==> config.mk <==
export PLATFORM = sky130hd
export DESIGN_NAME = id_ex_reg
export DESIGN_NICKNAME = d
export VERILOG_FILES = /design/src/rtl/id_ex_reg.sv
export SDC_FILE = /design/constraint.sdc
export NUM_CORES = 1
export LEC_CHECK = 0
export ABC_AREA = 1
export CORE_AREA = 2 2 174 176
export CTS_CLUSTER_DIAMETER = 120
export DETAILED_ROUTE_END_ITERATION = 10
export DIE_AREA = 0 0 176 178
export PLACE_DENSITY = 0.69
export SYNTH_ARGS = -nofsm -noshare
export SYNTH_HDL_FRONTEND = slang
export SYNTH_SLANG_ARGS = --single-unit
==> constraint.sdc <==
create_clock -name clk -period 1.9 [get_ports clk]
set_input_delay 0.38 -clock clk [delete_from_list [all_inputs] [get_ports clk]]
set_output_delay 0.38 -clock clk [all_outputs]
set_load 0.01 [all_outputs]
==> src/rtl/id_ex_reg.sv <==
// id_ex_reg: ID->EX pipeline register of the pipelined MIPS core.
// Selects the EX immediate from the extender outputs and latches it with
// register data, destination and control. Hazard unit can hold (stall) or
// bubble (flush) the stage. A saturating counter tracks stalled cycles.
// Optional feature macro: ID_EX_BRANCH_TARGET_EN. When it is defined, the
// branch target adder is built; otherwise ex_br_target is tied to 0.
module id_ex_reg #(
   parameter int CTRL_W = 16,
   parameter int CNT_W  = 16
) (
   input  logic              clk,
   input  logic              rst,
   input  logic              stall,
   input  logic              flush,
   input  logic              id_valid,
   input  logic [31:0]       id_pc,
   input  logic [31:0]       ZeroExt5_in,
   input  logic [31:0]       ZeroExt16_in,
   input  logic [31:0]       SignExt16_in,
   input  logic [31:0]       SignExt18_in,
   input  logic [1:0]        imm_sel,
   input  logic [31:0]       rs_data,
   input  logic [31:0]       rt_data,
   input  logic [4:0]        rd_addr,
   input  logic              wb_en,
   input  logic [CTRL_W-1:0] ctrl,
   output logic              ex_valid,
   output logic [31:0]       ex_pc,
   output logic [31:0]       ex_imm,
   output logic [31:0]       ex_rs_data,
   output logic [31:0]       ex_rt_data,
   output logic [4:0]        ex_rd_addr,
   output logic              ex_wb_en,
   output logic [CTRL_W-1:0] ex_ctrl,
   output logic [31:0]       ex_br_target,
   output logic [CNT_W-1:0]  stall_cnt
);

   localparam logic [CNT_W-1:0] CNT_MAX = {CNT_W{1'b1}};
   localparam logic [CNT_W-1:0] CNT_ONE = {{(CNT_W-1){1'b0}}, 1'b1};

   logic [31:0] imm_mux;

   // Immediate select: pure selection among the extender outputs.
   always_comb begin
      imm_mux = ZeroExt5_in;
      case (imm_sel)
         2'b00:   imm_mux = ZeroExt5_in;
         2'b01:   imm_mux = ZeroExt16_in;
         2'b10:   imm_mux = SignExt16_in;
         default: imm_mux = SignExt18_in;
      endcase
   end

   // Stage register: rst > flush > stall > load. Bubbles carry all zeros.
   always_ff @(posedge clk) begin
      if (rst || flush) begin
         ex_valid   <= 1'b0;
         ex_pc      <= 32'd0;
         ex_imm     <= 32'd0;
         ex_rs_data <= 32'd0;
         ex_rt_data <= 32'd0;
         ex_rd_addr <= 5'd0;
         ex_wb_en   <= 1'b0;
         ex_ctrl    <= '0;
      end else if (!stall) begin
         ex_valid   <= id_valid;
         ex_pc      <= id_pc;
         ex_imm     <= imm_mux;
         ex_rs_data <= rs_data;
         ex_rt_data <= rt_data;
         ex_rd_addr <= rd_addr;
         ex_wb_en   <= wb_en & id_valid;
         ex_ctrl    <= id_valid ? ctrl : '0;
      end
   end

   // Stall counter: counts held edges only (flush overrides stall), saturates.
   always_ff @(posedge clk) begin
      if (rst)
         stall_cnt <= '0;
      else if (stall && !flush && (stall_cnt != CNT_MAX))
         stall_cnt <= stall_cnt + CNT_ONE;
   end

`ifdef ID_EX_BRANCH_TARGET_EN
   logic [31:0] br_sum;
   assign br_sum = id_pc + 32'd4 + SignExt18_in;

   // Branch target register follows the same hold/bubble rules as the stage.
   always_ff @(posedge clk) begin
      if (rst || flush)
         ex_br_target <= 32'd0;
      else if (!stall)
         ex_br_target <= br_sum;
   end
`else
   assign ex_br_target = 32'd0;
`endif

endmodule

==> results of run 1 <==
-- final cells by class --
class	count	area [sq um]	share of cell area
inverters	16	63.81	0.005209
clock inverters	14	135.1	0.01103
multi-input cells	725	3283	0.2680
clock buffers	18	429.2	0.03503
flip-flops and latches	167	3347	0.2732
well taps	390	488.0	0.03983
repair buffers	442	4504	0.3677
-- power by group through the flow --
stage	registers (mW)	logic [mW]	clock network, mW
6_report	3.66	1.44	3.40
5_1_grt	3.68	1.56	3.69
4_1_cts	3.66	1.45	3.52
3_5_place_dp	3.74	1.44	0
3_3_place_gp	3.74	1.43	0
2_1_floorplan	3.79	0.507	0
-- logic make-up (layout without fill, tap and decap cells) --
kind of cell / count (synthesis) / in the layout / share of synthesized area
buffers and inverters: 116 / 490 / 0.08898
and+or+nand+nor: 448 / 448 / 0.2685
other: 1 / 32 / 0.0005250
DFF: 167 / 167 / 0.4680
AOI/OAI and AO/OA: 243 / 243 / 0.1710
adders and majority gates: 1 / 1 / 0.001751
xor gates and xnor gates: 1 / 1 / 0.001226
-- sequential cells by signal, summed over array words and instances, names as in the netlist --
signal	count
ex_imm	32
ex_pc	32
ex_rs_data	32
ex_rt_data	32
ex_ctrl	16
stall_cnt	16
ex_rd_addr	5
ex_valid	1
ex_wb_en	1
-- timing repair --
item	4_1_cts	5_1_grt
resized for setup	0	4
endpoints found under the setup margin	0	4
setup buffers	0	0
-- stage by stage --
step           cells   TNS (ns)
2_1_floorplan   1008          0
3_3_place_gp    1740          0
3_5_place_dp    1740  -0.008392
4_1_cts         1772          0
5_1_grt         1772          0
6_report        1772          0
-- synth_stat cells (2+ instances only) --
master      n
a21oi_1   163
nor2_4      7
buf_6       3
inv_2       4
nand3_1    50
a31oi_1     4
buf_2      25
dfxtp_1   167
buf_4      39
clkbuf_1   30
nand2_4     2
nand2_2     6
nor2_1     30
nand2_1   325
nor3_1      3
nand4_1    18
buf_1       3
o21ai_0    46
nor2_2      3
o21ai_1    30
inv_1      12
-- worst min-delay path by stage --
stage,end,slack (ns),depth (start not counted)
finish,ex_pc[14],0.29,3
detailed placement,ex_rt_data[12],0.45,2
global route,ex_pc[14],0.28,3
global placement,ex_pc[13],0.44,2
floorplan,stall_cnt[2],0.45,1
CTS,ex_pc[14],0.26,3
-- cell usage in the layout, fill, tap and decap left out, types with 2 or more instances in the layout --
cell and n:
clkdlybuf4s50_1 417, buf_4 13, clkinvlp_4 2, nand2_4 2, o21ai_0 46, inv_2 3, clkinv_4 2, dfxtp_2 3
dfxtp_1 164, nand4_1 18, inv_6 3, nand2_2 6, nor2_2 4, nand3_1 50, inv_1 11, nor2_4 7
conb_1 32, a21oi_1 163, a31oi_1 4, nor2_1 29, clkinv_2 3, nor3_1 3, nand2_1 325, inv_8 3
clkbuf_16 17, clkinv_8 2, o21ai_1 30, buf_12 11
-- per-layer routing --
layer,vias to the layer above,track usage,routed length [microns]
met5,-,0,0
met1,3641,0.2116,11690
met3,46,0.04987,1935
li1,3942,-,-
met4,0,0.06095,862
met2,294,0.2881,13930
==> impl_metrics.ini, run 1 <==
[placed_design]
gp_congestion = 0.9056
io_buffers = 419
preCtsSetupSlack_ns = -0.008392
placed_area_sq_um = 11680
hpwl_microns = 21150

[timing]
setup_viol = 0
worst_pin_slew_ns = 0.5799
rsz0062_at_grt = false
slew_headroom = 0.6134
slew_viol_final = 0
finalCritPeriodShare = 0.9633
fmax_mhz = 546.4
timing.hold.ws_ns = 0.2866
hold_viol_final = 0
final.setup_skew_ns = 0.01064
final.setup.worst_slack_ns = 0.06981
period_minus_slack_ns = 1.830

[setup_path]
reg2reg_depth = 6
cp.arrival_ns = 1.45
worstSetupPathType = flop to output pin
cp-end-kind = output pin
rrSetupSlack_ns = 0.25
reg2reg_to = stall_cnt[5]
crit_required_ns = 1.52
cp.depth = 1
cp_top_family = buffers and inverters
cpPeakStageDelay_ns = 0.60
critPathSlowestCell = clkdlybuf4s50_1
crit_path_start_kind = flop
crit_chain = clkdlybuf4s50_1
path_max_fanout = 6
cp_num_buf_inv = 1
setup.worst_path.end = stall_cnt[11]
crit_start = stall_cnt[11]
timing.rr.start = stall_cnt[0]

[power_and_ir_drop]
p_sw_mw = 2.339
combPwrFrac = 0.169
seq_power_share = 0.431
p_leak_nw = 4.548
vdd_drop_max_mv = 0.4121
clkPwrFrac = 0.400
total_power_mw = 8.509
swShare = 0.2749
p_per_area_nw_per_um2 = 694.6
intPower_mw = 6.170

[global_routing]
grtUsageTotal = 0.1723
grt_pass1_vias = 7387
grt_max_degree = 118
overflow = 0
grt_first_pass_wirelength_microns = 42030
antenna_found_initial = 0

[hold_path]
min_from = stall
hold_class = input port to flop

[die]
top_level_ports = 452
rows = 63
fp.dieArea_sq_um = 31330
start_util = 0.2429
die-height_microns = 178
die_w_microns = 176
core_sq_um = 29400

[synthesis]
synth_cell_types = 28
yosys_warnings = 0
synth_edf_count = 0
synth_top_area_cell = dfxtp_1
avgSynthCellArea_sq_um = 7.311
async_flop_share = 0
synth-seq-cells = 167
synth_top_area_frac = 0.4680
netlist_top_cells_area = dfxtp_1 (47%), nand2_1 (17%), a21oi_1 (11%)
synth_area_sq_um = 7143
yosysSeqAreaShare = 0.4680
ys_dominant_reg_cell = dfxtp_1
netlist_instances = 977

[clock_tree]
clock_latency_ns = 0.42
tritoncts = done
root_buffer = clkbuf_16
cts-hold-fix-buffers = 0
clk_pin_slew_worst_paths_ns = 0.07
htree_num_levels = 4
clock_path_buffers = 2
cts_buffers = 17
cts_sinks = 167

[layout]
area_growth_pct = 71.50
nNetsFinal = 1623
final_util = 0.4167
drive_gt1_frac = 0.06151
diodes = 0
n_fill_cell = 2938
design_area_sq_um = 12250

[detailed_routing]
antenna_left = 0
drtIter0Drc = 566
num_vias = 7923
viasPerCell = 4.471
firstDrtPassIters = 5
drc_errors = 0
routed_wl_microns = 28420
wire_per_inst_microns = 16.04

[job]
maxCapViolCount = 0

[status]
status = completed
(Power assumes the default switching activity.)
==> inputs of run 2 (changes only) <==
HOLD_SLACK_MARGIN = 0.15   (was unset)
==> results of run 2 <==
Final layout, timing and power as in run 1 (identical DEF).
==> inputs of run 3 (changes only) <==
PLACE_DENSITY = 0.65   (was 0.69)
==> run 3 against run 2 <==
Compared with the run above:
- maximum frequency decreased by 0.99%
- clock skew shrank 0.0041 ns
- die area unchanged
- cell count is essentially flat
- via count about the same
- clock power increased by 5.9%
- sequential cell count is the same
- first-iteration DRC count fell by 14%
- sequential power about the same
- combinational power hardly changed
- critical path depth stayed put
- highest routed layer unchanged
==> impl_metrics.ini, run 3 (synthesized netlist as in run 1, its figures left out) <==
[die]
die-height_microns = 178
fp.dieArea_sq_um = 31330
rows = 63
core_sq_um = 29400
start_util = 0.2429
die_w_microns = 176
top_level_ports = 452

[detailed_routing]
num_vias = 7917
routed_wl_microns = 27990
viasPerCell = 4.465
wire_per_inst_microns = 15.79
firstDrtPassIters = 5
antenna_left = 0
drtIter0Drc = 487
wl_met1_microns = 11810
highest_layer = met4
drc_errors = 0
wl_met2_microns = 13440
wl_met3_microns = 2019

[setup_path]
cp_top_family = buffers and inverters
crit_required_ns = 1.52
crit_path_start_kind = flop
path_max_fanout = 6
reg2reg_depth = 6
crit_chain = clkdlybuf4s50_1
cp-end-kind = output pin
worstSetupPathType = flop to output pin
cp.depth = 1
cp_num_buf_inv = 1
cpPeakStageDelay_ns = 0.60
crit_start = stall_cnt[7]
critPathSlowestCell = clkdlybuf4s50_1
cp.arrival_ns = 1.47
timing.rr.start = stall_cnt[0]

[job]
maxCapViolCount = 0

[timing]
setup_viol = 0
fin_setup_tns_ns = 0
final.setup_skew_ns = 0.006560
slew_viol_final = 0
period_minus_slack_ns = 1.848
worst_pin_slew_ns = 0.5930
final.setup.worst_slack_ns = 0.05156
rsz0062_at_grt = false
fmax_mhz = 541.0
finalCritPeriodShare = 0.9729
slew_headroom = 0.6047
hold_viol_final = 0

[global_routing]
grt_pass1_vias = 7634
antenna_found_initial = 0
grtUsageTotal = 0.1721
grt_max_degree = 119
grt_first_pass_wirelength_microns = 42090
overflow = 0

[layout]
drive_gt1_frac = 0.06291
diodes = 0
layout_commonest_cell = clkdlybuf4s50_1
final_cells = 1773
area_growth_pct = 72.57
register_area_sq_um = 3348
nNetsFinal = 1624
multi_input_area_sq_um = 3283
mostFrequentLayoutCells = clkdlybuf4s50_1 (417), nand2_1 (325), a21oi_1 (163), dfxtp_1 (163), nand3_1 (50)
n_fill_cell = 2962

[clock_tree]
cts_sinks = 167
cts_buffers = 17
htree_num_levels = 4
clock_path_buffers = 2
clk_pin_slew_worst_paths_ns = 0.07
root_buffer = clkbuf_16
clock_latency_ns = 0.43
tritoncts = done
cts-hold-fix-buffers = 0

[placed_design]
hpwl_microns = 20750
gp_congestion = 0.8949
io_buffers = 419
preCtsSetupSlack_ns = 0.01861
dp.cells = 1741

[power_and_ir_drop]
p_leak_nw = 4.588
p_per_area_nw_per_um2 = 707.6
vdd_drop_max_mv = 0.4267

[hold_path]
min_from = stall
hold_path_depth = 3
hold_class = input port to flop

[status]
status = completed
## run 3: final cells by class
class,instances,area share
clock inverter,14,0.01330
timing repair buffer,443,0.3691
sequential,167,0.2716
tap,390,0.03959
clock buffer,18,0.03482
inverter,16,0.005278
multi-input combinational,725,0.2663
## run 3: worst paths after layout
path / end / slack [ns]
setup / recovery: stall_cnt[7] / 0.05
hold / removal: ex_pc[15] / 0.27
setup reg to reg: stall_cnt[15] / 0.32
hold reg to reg: ex_pc[5] / 0.46
## run 3: what timing repair did
action / CTS / global route
resized for setup: 0 / 5
buffers inserted: 0 / 0
endpoints found under the setup margin: 0 / 5
## run 3: metal layers
layer | global-route usage | up-vias
li1 | - | 3955
met1 | 0.2122 | 3626
met2 | 0.2887 | 294
met3 | 0.04710 | 42
met4 | 0.06095 | 0
met5 | 0 | -
## run 3: power by group
group / switching, mW / internal, mW / leakage (nW) / total [mW]
sequential: 0.0585 / 3.61 / 1.36 / 3.67
clock: 1.62 / 1.98 / 0.291 / 3.60
combinational: 0.618 / 0.834 / 2.93 / 1.45
total: 2.30 / 6.42 / 4.59 / 8.72
## run 3: stage by stage
| stage | hold WS [ns] | utilization | power [mW] | instance area (sq um) |
|---|---|---|---|---|
| after floorplan | 0.4491 | - | 4.299 | 7259 |
| after global placement | 0.4472 | 0.3988 | 5.189 | 11730 |
| after detailed placement | 0.4541 | 0.3988 | 5.198 | 11730 |
| after CTS | 0.2354 | 0.4190 | 8.821 | 12320 |
| after global routing | 0.2536 | 0.4193 | 9.115 | 12330 |
| final | 0.2661 | 0.4193 | 8.722 | 12330 |
==> variant (config.mk and constraints of run 1) <==
The parameter `CNT_W` goes from 16 to 14.
--- a/src/rtl/id_ex_reg.sv
+++ b/src/rtl/id_ex_reg.sv
@@ -8,3 +8,3 @@
    parameter int CTRL_W = 16,
-   parameter int CNT_W  = 16
+   parameter int CNT_W  = 14
 ) (
Interface: changed (resized stall_cnt); port bits go from 452 to 450. The function was not compared with the original's and may differ.
==> variant against run 1 <==
  * Sequential cell count decreased by 2
  * Cell area shrank 0.89%
  * Via count increased by 0.21%
  * Clock power increased by 9.1%
  * Synthesized area decreased by 2.6%
  * Wire length decreased by 4.2%
  * Final cell count rose by 0.11%
  * Setup slack worse by 0.0030 ns
  * Clock skew up 0.0010 ns
  * Power up 3.0%
  * Global-route usage is 0.55 points lower
  * Count of clock-buffer cells in the layout fell by 1
  * Fmax shrank 0.16%
  * Highest routed layer unchanged
==> variant: results <==
[drt]
wl_met1_um = 11300
num_vias = 7940
routed_wl_um = 27200
dr_wl_met3_um = 2120
first_iter_violations = 391
vias_per_cell = 4.48

[pwr]
p_int_mw = 6.50
ir_drop_mv = 0.461

[synth]
synth_area_leaders = "dfxtp_1 47%, nand2_1 18%, a21oi_1 11%"
synthAdderAreaFrac = 0.00180
ys_types = 24
synth_compound_area_frac = 0.168
synth-xor-area-share = 0.00126
ys_top_cells_by_count = "342 x nand2_1, 165 x dfxtp_1, 157 x a21oi_1, 48 x nand3_1, 43 x o21ai_0"
synth.avg_cell_area_um2 = 7.15

[sta]
finalWorstSetupSlack_ns = 0.0668
skew_ns = 0.0117
tightestPinTransition_ns = 0.628

[setup_path]
rr_endpoint = "stall_cnt[10]"
r2r_slack_ns = 0.32
cp-startpoint = "stall_cnt[2]"
r2r_cells = 8
critPathCapture = "stall_cnt[2]"

[grt]
grt_pass1_vias = 7782
grt_max_degree = 71
antenna_found_initial = 0
met1_usage = 0.200
grt_use_total = 0.167
grt_pass1_wl_um = 41300
met3_usage = 0.0490
grt_util_met2 = 0.286

[final_layout]
drive_above_1_share = 0.0549
fillers = 2968
final_nets = 1626

[cts]
clock_latency_ns = 0.42

[placement]
io_buffer_count = 417
place_inst = 1743
dpl_cell_area_mm2 = 0.0115
gp_congestion = 0.896
place_ws_ns = 0.0148

[outcome]
status = "complete, no violations"
-- variant: power groups by stage --
stage | Sequential (mW) | Clock (mW) | Combinational, mW
5_1_grt | 3.64 | 3.99 | 1.55
2_1_floorplan | 3.75 | 0 | 0.496
6_report | 3.62 | 3.71 | 1.43
3_3_place_gp | 3.70 | 0 | 1.43
4_1_cts | 3.62 | 3.84 | 1.44
3_5_place_dp | 3.70 | 0 | 1.43
-- variant: area by class of cell --
| cell class | instances | area, um2 | share of cell area |
|---|---|---|---|
| Timing Repair Buffer | 448 | 4480 | 0.369 |
| Sequential cell | 165 | 3310 | 0.272 |
| Multi-Input combinational cell | 721 | 3170 | 0.261 |
| Inverter | 19 | 76.3 | 0.00629 |
| Clock buffer | 17 | 425 | 0.0350 |
| Tap cell | 390 | 488 | 0.0402 |
| Clock inverter | 14 | 194 | 0.0160 |
-- variant: worst min-delay path by stage --
stage	from	endpoint	slack, ns	cells past startpoint
2_1_floorplan	rst	stall_cnt[6]	0.45	1
3_3_place_gp	ex_rs_data[8]	ex_rs_data[8]	0.45	2
3_5_place_dp	ex_rt_data[3]	ex_rt_data[3]	0.45	2
4_1_cts	stall	ex_pc[14]	0.26	3
5_1_grt	stall	ex_pc[15]	0.28	3
6_report	stall	ex_pc[14]	0.28	3
-- variant: kinds of logic (layout without fill, tap and decap cells) --
family | count (synthesis) | count (layout)
AO/OA/AOI/OAI | 232 | 232
XOR/XNOR | 1 | 1
adder cells (fa/ha/maj) | 1 | 1
buffers and inverters | 118 | 498
flip-flops | 165 | 165
other | 1 | 32
AND/OR/NAND/NOR | 455 | 455
